File: src/rtl/booth_pp_accumulator.sv
// booth_pp_accumulator
// Consumer end of the radix-4 Booth partial-product interface. Captures one
// set of four rows plus negate bits, sums them serially with the fixed
// sign-extension constant 16'hA800 and returns the 16-bit signed product
// over a valid/ready handshake.
// Build option: define PPACC_DUAL_ROW_EN to fold rows 0/1 into the capture
// cycle and rows 2/3 into a single ACC cycle (same arithmetic result).
module booth_pp_accumulator #(
  parameter int OUT_W = 16,
  parameter int TAG_W = 4
) (
  input  logic             clk,
  input  logic             reset_n,
  input  logic             in_valid,
  output logic             in_ready,
  input  logic [10:0]      pp0,
  input  logic [8:0]       pp1,
  input  logic [8:0]       pp2,
  input  logic [8:0]       pp3,
  input  logic             neg0,
  input  logic             neg1,
  input  logic             neg2,
  input  logic             neg3,
  input  logic [TAG_W-1:0] in_tag,
  output logic             out_valid,
  input  logic             out_ready,
  output logic [OUT_W-1:0] product,
  output logic [TAG_W-1:0] out_tag,
  output logic             busy
);

  typedef enum logic [1:0] {
    IDLE = 2'd0,
    ACC  = 2'd1,
    DONE = 2'd2
  } state_t;

  // Implicit leading ones of rows 1-3 (bits 11, 13, 15) folded into one constant.
  localparam logic [15:0] SIGN_K = 16'hA800;

  // Zero-extend a 9-bit row and its +1 correction, then weight by 4^row.
  function automatic logic [15:0] row_term(input logic [8:0] pp,
                                           input logic       neg,
                                           input logic [1:0] row);
    logic [15:0] t;
    t = {7'd0, pp} + {15'd0, neg};
    row_term = t << {row, 1'b0};
  endfunction

  state_t             state_r;
  logic [15:0]        acc_r;
  logic [1:0]         cnt_r;
`ifndef PPACC_DUAL_ROW_EN
  logic [8:0]         pp1_r;
  logic               neg1_r;
`endif
  logic [8:0]         pp2_r;
  logic [8:0]         pp3_r;
  logic               neg2_r;
  logic               neg3_r;
  logic [TAG_W-1:0]   tag_r;
  logic               in_ready_r;
  logic               out_valid_r;
  logic               busy_r;
  logic [OUT_W-1:0]   product_r;
  logic [TAG_W-1:0]   out_tag_r;

  logic [15:0]        row0_s;
  logic [15:0]        init_s;
  logic [15:0]        acc_add_s;
  logic [15:0]        acc_next_s;
  logic               last_row_s;

  // Accumulator seed loaded on the input handshake.
  always_comb begin
    row0_s = {5'd0, pp0} + {15'd0, neg0};
`ifdef PPACC_DUAL_ROW_EN
    init_s = SIGN_K + row0_s + row_term(pp1, neg1, 2'd1);
`else
    init_s = SIGN_K + row0_s;
`endif
  end

  // Contribution added during the current ACC cycle, and whether it is the last.
  always_comb begin
    acc_add_s  = 16'd0;
    last_row_s = 1'b0;
`ifdef PPACC_DUAL_ROW_EN
    acc_add_s  = row_term(pp2_r, neg2_r, 2'd2) + row_term(pp3_r, neg3_r, 2'd3);
    last_row_s = (cnt_r == 2'd2);
`else
    case (cnt_r)
      2'd1:    acc_add_s = row_term(pp1_r, neg1_r, 2'd1);
      2'd2:    acc_add_s = row_term(pp2_r, neg2_r, 2'd2);
      2'd3:    acc_add_s = row_term(pp3_r, neg3_r, 2'd3);
      default: acc_add_s = 16'd0;
    endcase
    last_row_s = (cnt_r == 2'd3);
`endif
    acc_next_s = acc_r + acc_add_s;
  end

  // Control FSM, operand capture, accumulation and registered outputs.
  always_ff @(posedge clk) begin
    if (!reset_n) begin
      state_r     <= IDLE;
      acc_r       <= 16'd0;
      cnt_r       <= 2'd0;
`ifndef PPACC_DUAL_ROW_EN
      pp1_r       <= 9'd0;
      neg1_r      <= 1'b0;
`endif
      pp2_r       <= 9'd0;
      pp3_r       <= 9'd0;
      neg2_r      <= 1'b0;
      neg3_r      <= 1'b0;
      tag_r       <= '0;
      in_ready_r  <= 1'b1;
      out_valid_r <= 1'b0;
      busy_r      <= 1'b0;
      product_r   <= '0;
      out_tag_r   <= '0;
    end else begin
      case (state_r)
        IDLE: begin
          if (in_valid) begin
`ifndef PPACC_DUAL_ROW_EN
            pp1_r  <= pp1;
            neg1_r <= neg1;
            cnt_r  <= 2'd1;
`else
            cnt_r  <= 2'd2;
`endif
            pp2_r      <= pp2;
            pp3_r      <= pp3;
            neg2_r     <= neg2;
            neg3_r     <= neg3;
            tag_r      <= in_tag;
            acc_r      <= init_s;
            state_r    <= ACC;
            in_ready_r <= 1'b0;
            busy_r     <= 1'b1;
          end
        end
        ACC: begin
          acc_r <= acc_next_s;
          cnt_r <= cnt_r + 2'd1;
          if (last_row_s) begin
            state_r     <= DONE;
            out_valid_r <= 1'b1;
            product_r   <= OUT_W'($signed(acc_next_s));
            out_tag_r   <= tag_r;
          end
        end
        DONE: begin
          if (out_ready) begin
            state_r     <= IDLE;
            out_valid_r <= 1'b0;
            in_ready_r  <= 1'b1;
            busy_r      <= 1'b0;
          end
        end
        default: begin
          state_r     <= IDLE;
          out_valid_r <= 1'b0;
          in_ready_r  <= 1'b1;
          busy_r      <= 1'b0;
        end
      endcase
    end
  end

  assign in_ready  = in_ready_r;
  assign out_valid = out_valid_r;
  assign busy      = busy_r;
  assign product   = product_r;
  assign out_tag   = out_tag_r;

endmodule

File: config.mk
export PLATFORM = sky130hd
export DESIGN_NAME = booth_pp_accumulator
export DESIGN_NICKNAME = d
export VERILOG_FILES = /design/src/rtl/booth_pp_accumulator.sv
export SDC_FILE = /design/constraint.sdc
export NUM_CORES = 1
export LEC_CHECK = 0
export ABC_AREA = 1
export CAP_MARGIN = 20
export CORE_ASPECT_RATIO = 1.75
export CORE_MARGIN = 5
export CORE_UTILIZATION = 50
export DETAILED_ROUTE_END_ITERATION = 16
export GPL_TIMING_DRIVEN = 0
export PLACE_DENSITY = 0.79
export SLEW_MARGIN = 10
export SYNTH_ARGS = -nofsm -noshare
export SYNTH_HDL_FRONTEND = slang
export SYNTH_SLANG_ARGS = --single-unit
File: constraint.sdc
create_clock -name clk -period 2.65 [get_ports clk]
set_input_delay 0.3975 -clock clk [delete_from_list [all_inputs] [get_ports clk]]
set_output_delay 0.3975 -clock clk [all_outputs]
set_load 0.02 [all_outputs]
==> impl_metrics.env, run 1 <==
export IMPL_ir_drop_uv=491.2
export IMPL_rr_startpoint="neg1_r"
export IMPL_ys_flop_type="dfxtp_1"
export IMPL_cts_root_buffer_cell="clkbuf_16"
export IMPL_power_frac_comb=0.189
export IMPL_hpwl_um=11100
export IMPL_dr_total_vias=4901
export IMPL_die_area_um2=11210
export IMPL_hold_ws_ns=0.4721
export IMPL_routed_wl_um=14590
export IMPL_outcome="complete, no violations"
export IMPL_grt_use_total=0.2639
export IMPL_core_um2=8979
export IMPL_arrival_ns=2.85
export IMPL_async_flop_share=0
export IMPL_stdcell_area_um2=6295
export IMPL_crit_path_start_kind="flip-flop"
export IMPL_drv_slew=0
export IMPL_yosys_warnings=0
export IMPL_worst_clock_skew_ns=0.005532
export IMPL_rsz0062_at_grt="true"
export IMPL_grt_overflow_total=0
export IMPL_wl_per_cell_um=16.03
export IMPL_power_switching_uw=959.8
export IMPL_grt_max_degree=16
export IMPL_hold_class="flip-flop to flip-flop"
export IMPL_finalNetCount=861
export IMPL_grt_antenna_before_repair=0
export IMPL_fin_crit_sh=0.9629
export IMPL_worst_ep_required_time_ns=2.95
export IMPL_hold_depth=2
export IMPL_drt_iter0_drc=264
export IMPL_synth_area_leader_cell="dfxtp_1"
export IMPL_drv_cap=0
export IMPL_clk_latency_ns=0.35
export IMPL_path_class="flip-flop to flip-flop"
export IMPL_ys_seq_area_frac=0.3377
export IMPL_htree_levels=3
export IMPL_syn_nets=768
export IMPL_die_x_um=82.23
export IMPL_cts_buffers=9
export IMPL_power_density_nw_per_um2=507.8
export IMPL_place_inst=883
export IMPL_drive_gt1_frac=0.1949
export IMPL_clkSlewWorstSetupHoldPaths_ns=0.06
export IMPL_diodes=0
export IMPL_worstMarginPinSlew_ns=0.6655
export IMPL_grt_pass1_wl_um=22350
export IMPL_drc_errors=0
export IMPL_syn_area_per_cell_um2=6.596
export IMPL_preCtsSetupSlack_ns=-0.4381
export IMPL_reg2reg_depth=19
export IMPL_ant_nets=0
export IMPL_fmax_mhz=391.9
export IMPL_grt_pass1_vias=4791
export IMPL_hp_start="acc_r[14]"
export IMPL_cts_sinks=77
export IMPL_syn_area_um2=4564
export IMPL_rows=46
export IMPL_final_util=0.7011
export IMPL_synth_cell_type_count=39
export IMPL_cts_max_path_buffers=2
export IMPL_portBuffers=71
export IMPL_synthTopCellsByArea="dfxtp_1, nand2_1, nor2_1"
export IMPL_period_minus_slack_ns=2.552
export IMPL_netlist_instances=692
export IMPL_pwr_share_clk=0.402
export IMPL_fp_dieH_um=136.4
export IMPL_internal_power_uw=2237
export IMPL_gp_congestion=0.8946
export IMPL_hold_viol_final=0
export IMPL_cts_tree="done"
export IMPL_synth_edff_count=0
export IMPL_ios=73
export IMPL_synth_top_area_frac=0.3377
export IMPL_critPathMaxFanout=4
export IMPL_swShare=0.3002
export IMPL_area_growth_pct=37.91
export IMPL_cts_hold_buffers=0
export IMPL_start_util=0.5084
export IMPL_relSlewSlack=0.5563
export IMPL_setup_violations=0
export IMPL_synth_seq_cells=77
export IMPL_fin_cells=910
export IMPL_via_per_inst=5.386
export IMPL_p_seq_frac=0.409
export IMPL_startpoint="neg1_r"
export IMPL_drt_pass1_iterations=7
export IMPL_setup_ws_ns=0.09829
export IMPL_endpoint_kind="flip-flop"
export IMPL_dpl_cell_area_um2=5425
export IMPL_p_leak_uw=0.002793
## power by group through the flow
stage          logic [uW]  clock network, uW  registers, uW
3_3_place_gp          502                  0           1310
6_report              603               1290           1310
4_1_cts               545               1280           1290
2_1_floorplan         310                  0           1310
5_1_grt               663               1330           1320
3_5_place_dp          513                  0           1320
## synth_stat cells, types with 2 or more instances
master / instances
dfxtp_1: 77
ha_1: 25
o211ai_1: 7
clkbuf_1: 12
nand4_1: 12
a31oi_1: 4
a21oi_1: 35
o21ai_1: 42
xor2_1: 5
nand2_1: 149
nor2_1: 98
nor3_1: 2
nor2_4: 2
nor2_2: 3
nand3b_1: 4
inv_2: 9
nand2_2: 5
buf_2: 11
inv_1: 79
o21bai_1: 4
o21a_1: 6
a21o_1: 3
o21ai_0: 26
nand3_1: 57
## metal layers
layer  GRT usage  routed length [um]
met1      0.2665                5019
met2      0.5018                8304
met3     0.03448                 628
met4      0.1340                 637
met5           0                   0
## flip-flops by register name (all words and copies together) (netlist names)
signal / flops
acc_r: 16
busy: 1
cnt_r: 2
in_ready: 1
neg1_r: 1
neg2_r: 1
neg3_r: 1
out_tag: 4
out_valid: 1
pp1_r: 9
pp2_r: 9
pp3_r: 9
product: 16
state_r: 2
tag_r: 4
## path summary, 6_finish.rpt
path,endpoint,slack (ns)
setup / recovery,product[11],0.1
hold / removal,acc_r[14],0.47
hold reg to reg,acc_r[14],0.47
setup reg to reg,product[11],0.1
## kinds of logic (layout without fill, tap and decap cells)
kind of cell	after synthesis	after routing	share of synthesized area
DFF	77	77	0.3377
and+or+nand+nor	338	338	0.3199
xor gates and xnor gates	6	6	0.01151
buffers and inverters	113	211	0.09786
AOI/OAI and AO/OA	132	132	0.1601
adders and majority gates	26	26	0.07292
## timing repair
action                     in CTS  in global routing
buffers inserted                1                 11
resized for setup              34                 86
pin swaps                       8                 37
cloned                          0                  0
setup endpoints to repair      19                 19
## placed cells by master (no fill, tap or decap), drive strengths merged
cell,Yosys,layout
or2,1,1
dfxtp,77,77
nand4,12,12
o21bai,4,4
a21oi,36,36
fa,1,1
xor2,5,5
nor3,4,4
buf,12,24
nand3b,4,4
bufinv,0,1
nand2,155,155
xnor2,1,1
o22ai,1,1
nand3,58,58
o221ai,1,1
a22oi,1,1
nor2,103,103
clkdlybuf4s50,0,71
o211ai,7,7
o21a,6,6
clkinvlp,0,2
o21ai,68,68
ha,25,25
a21o,3,3
clkbuf,12,20
a31oi,4,4
o311ai,1,1
inv,89,93
and2,1,1
## worst max-delay path, cell delays in order (launching register included)
cell and delay, ns:
dfxtp_2 0.35, ha_4 0.16, ha_4 0.13, nand2_2 0.08, nor2_4 0.13, nand3_2 0.10
nor2_1 0.11, nand2_1 0.07, nand3_2 0.08, nand3_2 0.08, nand2_2 0.06, inv_2 0.05
ha_4 0.30, nand2_4 0.07, nor2_4 0.17, nand3_2 0.13, nand4_1 0.15, nand2_1 0.08
a21o_1 0.15, inv_1 0.05
## area by class of cell
cell class | count | area (um2)
fillers | 792 | 2684
plain buffers | 23 | 103.9
flip-flops and latches | 77 | 1551
clock buffers | 9 | 225.2
well taps | 120 | 150.1
multi-input cells | 502 | 3039
repair buffers | 83 | 800.8
clock inverters | 7 | 80.08
inverters | 89 | 344.1
## per-stage QoR
step	TNS, ns	total power (uW)
4_1_cts	0	3122
3_3_place_gp	-5.743	1814
5_1_grt	-0.2313	3312
3_5_place_dp	-5.936	1829
6_report	0	3197
2_1_floorplan	0	1617
Note: power is estimated with default switching activity, not from simulation.
==> inputs of run 2 (changes only) <==
--- a/config.mk
+++ b/config.mk
@@ -10,6 +10,7 @@
 export CORE_ASPECT_RATIO = 1.75
 export CORE_MARGIN = 5
 export CORE_UTILIZATION = 50
+export CTS_CLUSTER_SIZE = 40
 export DETAILED_ROUTE_END_ITERATION = 16
 export GPL_TIMING_DRIVEN = 0
 export PLACE_DENSITY = 0.79
==> results of run 2 <==
No change in the layout: final DEF, timing and power equal those of run 1.
==> inputs of run 3 (changes only) <==
--- a/config.mk
+++ b/config.mk
@@ -14,6 +14,7 @@
 export DETAILED_ROUTE_END_ITERATION = 16
 export GPL_TIMING_DRIVEN = 0
 export PLACE_DENSITY = 0.79
+export SETUP_SLACK_MARGIN = 0.3
 export SLEW_MARGIN = 10
 export SYNTH_ARGS = -nofsm -noshare
 export SYNTH_HDL_FRONTEND = slang
==> impl_metrics.env, run 3 (synthesized netlist as in run 1, its figures left out) <==
export IMPL_path_class="flip-flop to flip-flop"
export IMPL_drt_pass1_iterations=6
export IMPL_grt_pass1_vias=5060
export IMPL_worst_clock_skew_ns=0.004746
export IMPL_fp_dieH_um=136.4
export IMPL_grt_use_total=0.2810
export IMPL_htree_levels=3
export IMPL_holdPathEnd="acc_r[14]"
export IMPL_die_x_um=82.23
export IMPL_finalNetCount=871
export IMPL_grt_overflow_total=0
export IMPL_regToRegEndpoint="product[15]"
export IMPL_drt_iter0_drc=281
export IMPL_setup_violations=0
export IMPL_area_growth_pct=46.00
export IMPL_hold_depth=2
export IMPL_hpwl_um=11130
export IMPL_worstMarginPinSlew_ns=0.7303
export IMPL_ant_nets=0
export IMPL_dpl_cell_area_um2=5445
export IMPL_cts_sinks=77
export IMPL_cts_root_buffer_cell="clkbuf_16"
export IMPL_drv_slew=0
export IMPL_final_common_cell="nand2_1"
export IMPL_via_per_inst=5.442
export IMPL_cts_max_path_buffers=2
export IMPL_die_area_um2=11210
export IMPL_routed_wl_um=15280
export IMPL_cts_buffers=9
export IMPL_slowest_delay_ns=0.36
export IMPL_endpoint_kind="flip-flop"
export IMPL_hp_start="acc_r[14]"
export IMPL_critPathMaxFanout=4
export IMPL_fin_crit_sh=0.9602
export IMPL_r2r_slack_ns=0.11
export IMPL_drv_cap=0
export IMPL_drive_gt1_frac=0.2688
export IMPL_startpoint="neg1_r"
export IMPL_ir_drop_uv=529.7
export IMPL_reg2reg_depth=20
export IMPL_p_leak_uw=0.003010
export IMPL_stdcell_area_um2=6664
export IMPL_grt_max_degree=16
export IMPL_cts_tree="done"
export IMPL_cp_common_cell="nand3_2"
export IMPL_top_layer_used="met4"
export IMPL_final_cell_mix="nand2_1, nor2_1, clkdlybuf4s50_1, dfxtp_1, inv_1"
export IMPL_core_um2=8979
export IMPL_wl_per_cell_um=16.61
export IMPL_dr_total_vias=5007
export IMPL_outcome="complete, no violations"
export IMPL_crit_path_start_kind="flip-flop"
export IMPL_ios=73
export IMPL_grt_pass1_wl_um=23850
export IMPL_fmax_mhz=393.0
export IMPL_hold_ws_ns=0.4763
export IMPL_rows=46
export IMPL_wl_met2_um=8394
export IMPL_rr_startpoint="neg1_r"
export IMPL_cp_slowest_cell="dfxtp_2"
export IMPL_clk_latency_ns=0.34
export IMPL_met1_length_um=5290
export IMPL_rsz0062_at_grt="true"
export IMPL_cts_hold_buffers=0
export IMPL_drc_errors=0
export IMPL_start_util=0.5084
export IMPL_grt_antenna_before_repair=0
export IMPL_gp_congestion=0.9079
export IMPL_power_density_nw_per_um2=502.2
export IMPL_met3WireLength_um=688
export IMPL_hold_viol_final=0
export IMPL_clkSlewWorstSetupHoldPaths_ns=0.06
export IMPL_worst_ep_required_time_ns=2.89
export IMPL_relSlewSlack=0.5131
export IMPL_portBuffers=71
export IMPL_hold_class="flip-flop to flip-flop"
export IMPL_arrival_ns=2.79
export IMPL_period_minus_slack_ns=2.545
export IMPL_path_cells="ha_4 -> ha_4 -> nand2_4 -> nor2_4 -> nand3_2 -> nor2_1 -> nand2_1 -> nand3_2 -> nand3_2 -> nand2_2 -> inv_2 -> ha_4 -> nand2_4 -> nor2_4 -> and2_4 -> nand2_2 -> nand3_2 -> nand3_1 -> nand2_1 -> inv_1"
export IMPL_diodes=0
## run 3: changes by cell type in the layout (fill, tap and decap cells not counted), moves of 8 or more
cell	before	now
buf_4	13	22
inv_1	71	62
nand2_1	129	103
nand2_2	23	38
nand2_4	3	14
nand3_1	45	35
nand3_2	13	21
## run 3: metrics by stage
step	utilization	TNS, ns	cells	setup WS [ns]	total power [uW]
after CTS	0.7035	0	916	0.1323	3280
after global placement	0.6065	-5.109	883	-0.4142	1818
after global routing	0.7422	-0.03482	920	-0.01764	3482
final	0.7422	0	920	0.1053	3346
after floorplan	-	0	692	0.3351	1621
after detailed placement	0.6065	-6.008	883	-0.4491	1832
## run 3: report_power, final
| group | total (uW) | leakage (uW) | switching [uW] | internal [uW] |
|---|---|---|---|---|
| clock network | 1370 | 0.000159 | 534 | 840 |
| logic | 662 | 0.00222 | 380 | 282 |
| registers | 1310 | 0.000636 | 74.6 | 1240 |
| total | 3350 | 0.00301 | 989 | 2360 |
## run 3: what timing repair did
| item | CTS | global route |
|---|---|---|
| pin swaps | 31 | 48 |
| endpoints found under the setup margin | 23 | 23 |
| setup buffers | 17 | 4 |
| resized for setup | 103 | 93 |
## run 3: area by class of cell
type,instances,area (um2)
repair buffers,92,868.3
clock buffers,9,225.2
fillers,722,2315
well taps,120,150.1
flip-flops and latches,77,1556
inverters,89,359.1
clock inverters,7,105.1
plain buffers,24,118.9
multi-input cells,502,3281
## run 3: worst max path at each step
| stage | end | depth (start not counted) |
|---|---|---|
| CTS | product[15] | 21 |
| floorplan | acc_r[15] | 20 |
| global route | product[15] | 17 |
| detailed placement | acc_r[13] | 17 |
| global placement | acc_r[13] | 16 |
| finish | product[15] | 20 |
## run 3: layer usage
| layer | track usage | vias up |
|---|---|---|
| met3 | 0.04509 | 57 |
| met1 | 0.2874 | 2317 |
| met4 | 0.1784 | 0 |
| met2 | 0.5076 | 170 |
| li1 | - | 2463 |
| met5 | 0 | - |
## run 3: worst max-delay path, delay by kind of cell, from the launching register on
kind | cells | cell delay, ns
DFF | 1 | 0.36
buffers and inverters | 2 | 0.07
adders and majority gates | 3 | 0.62
and+or+nand+nor | 15 | 1.38
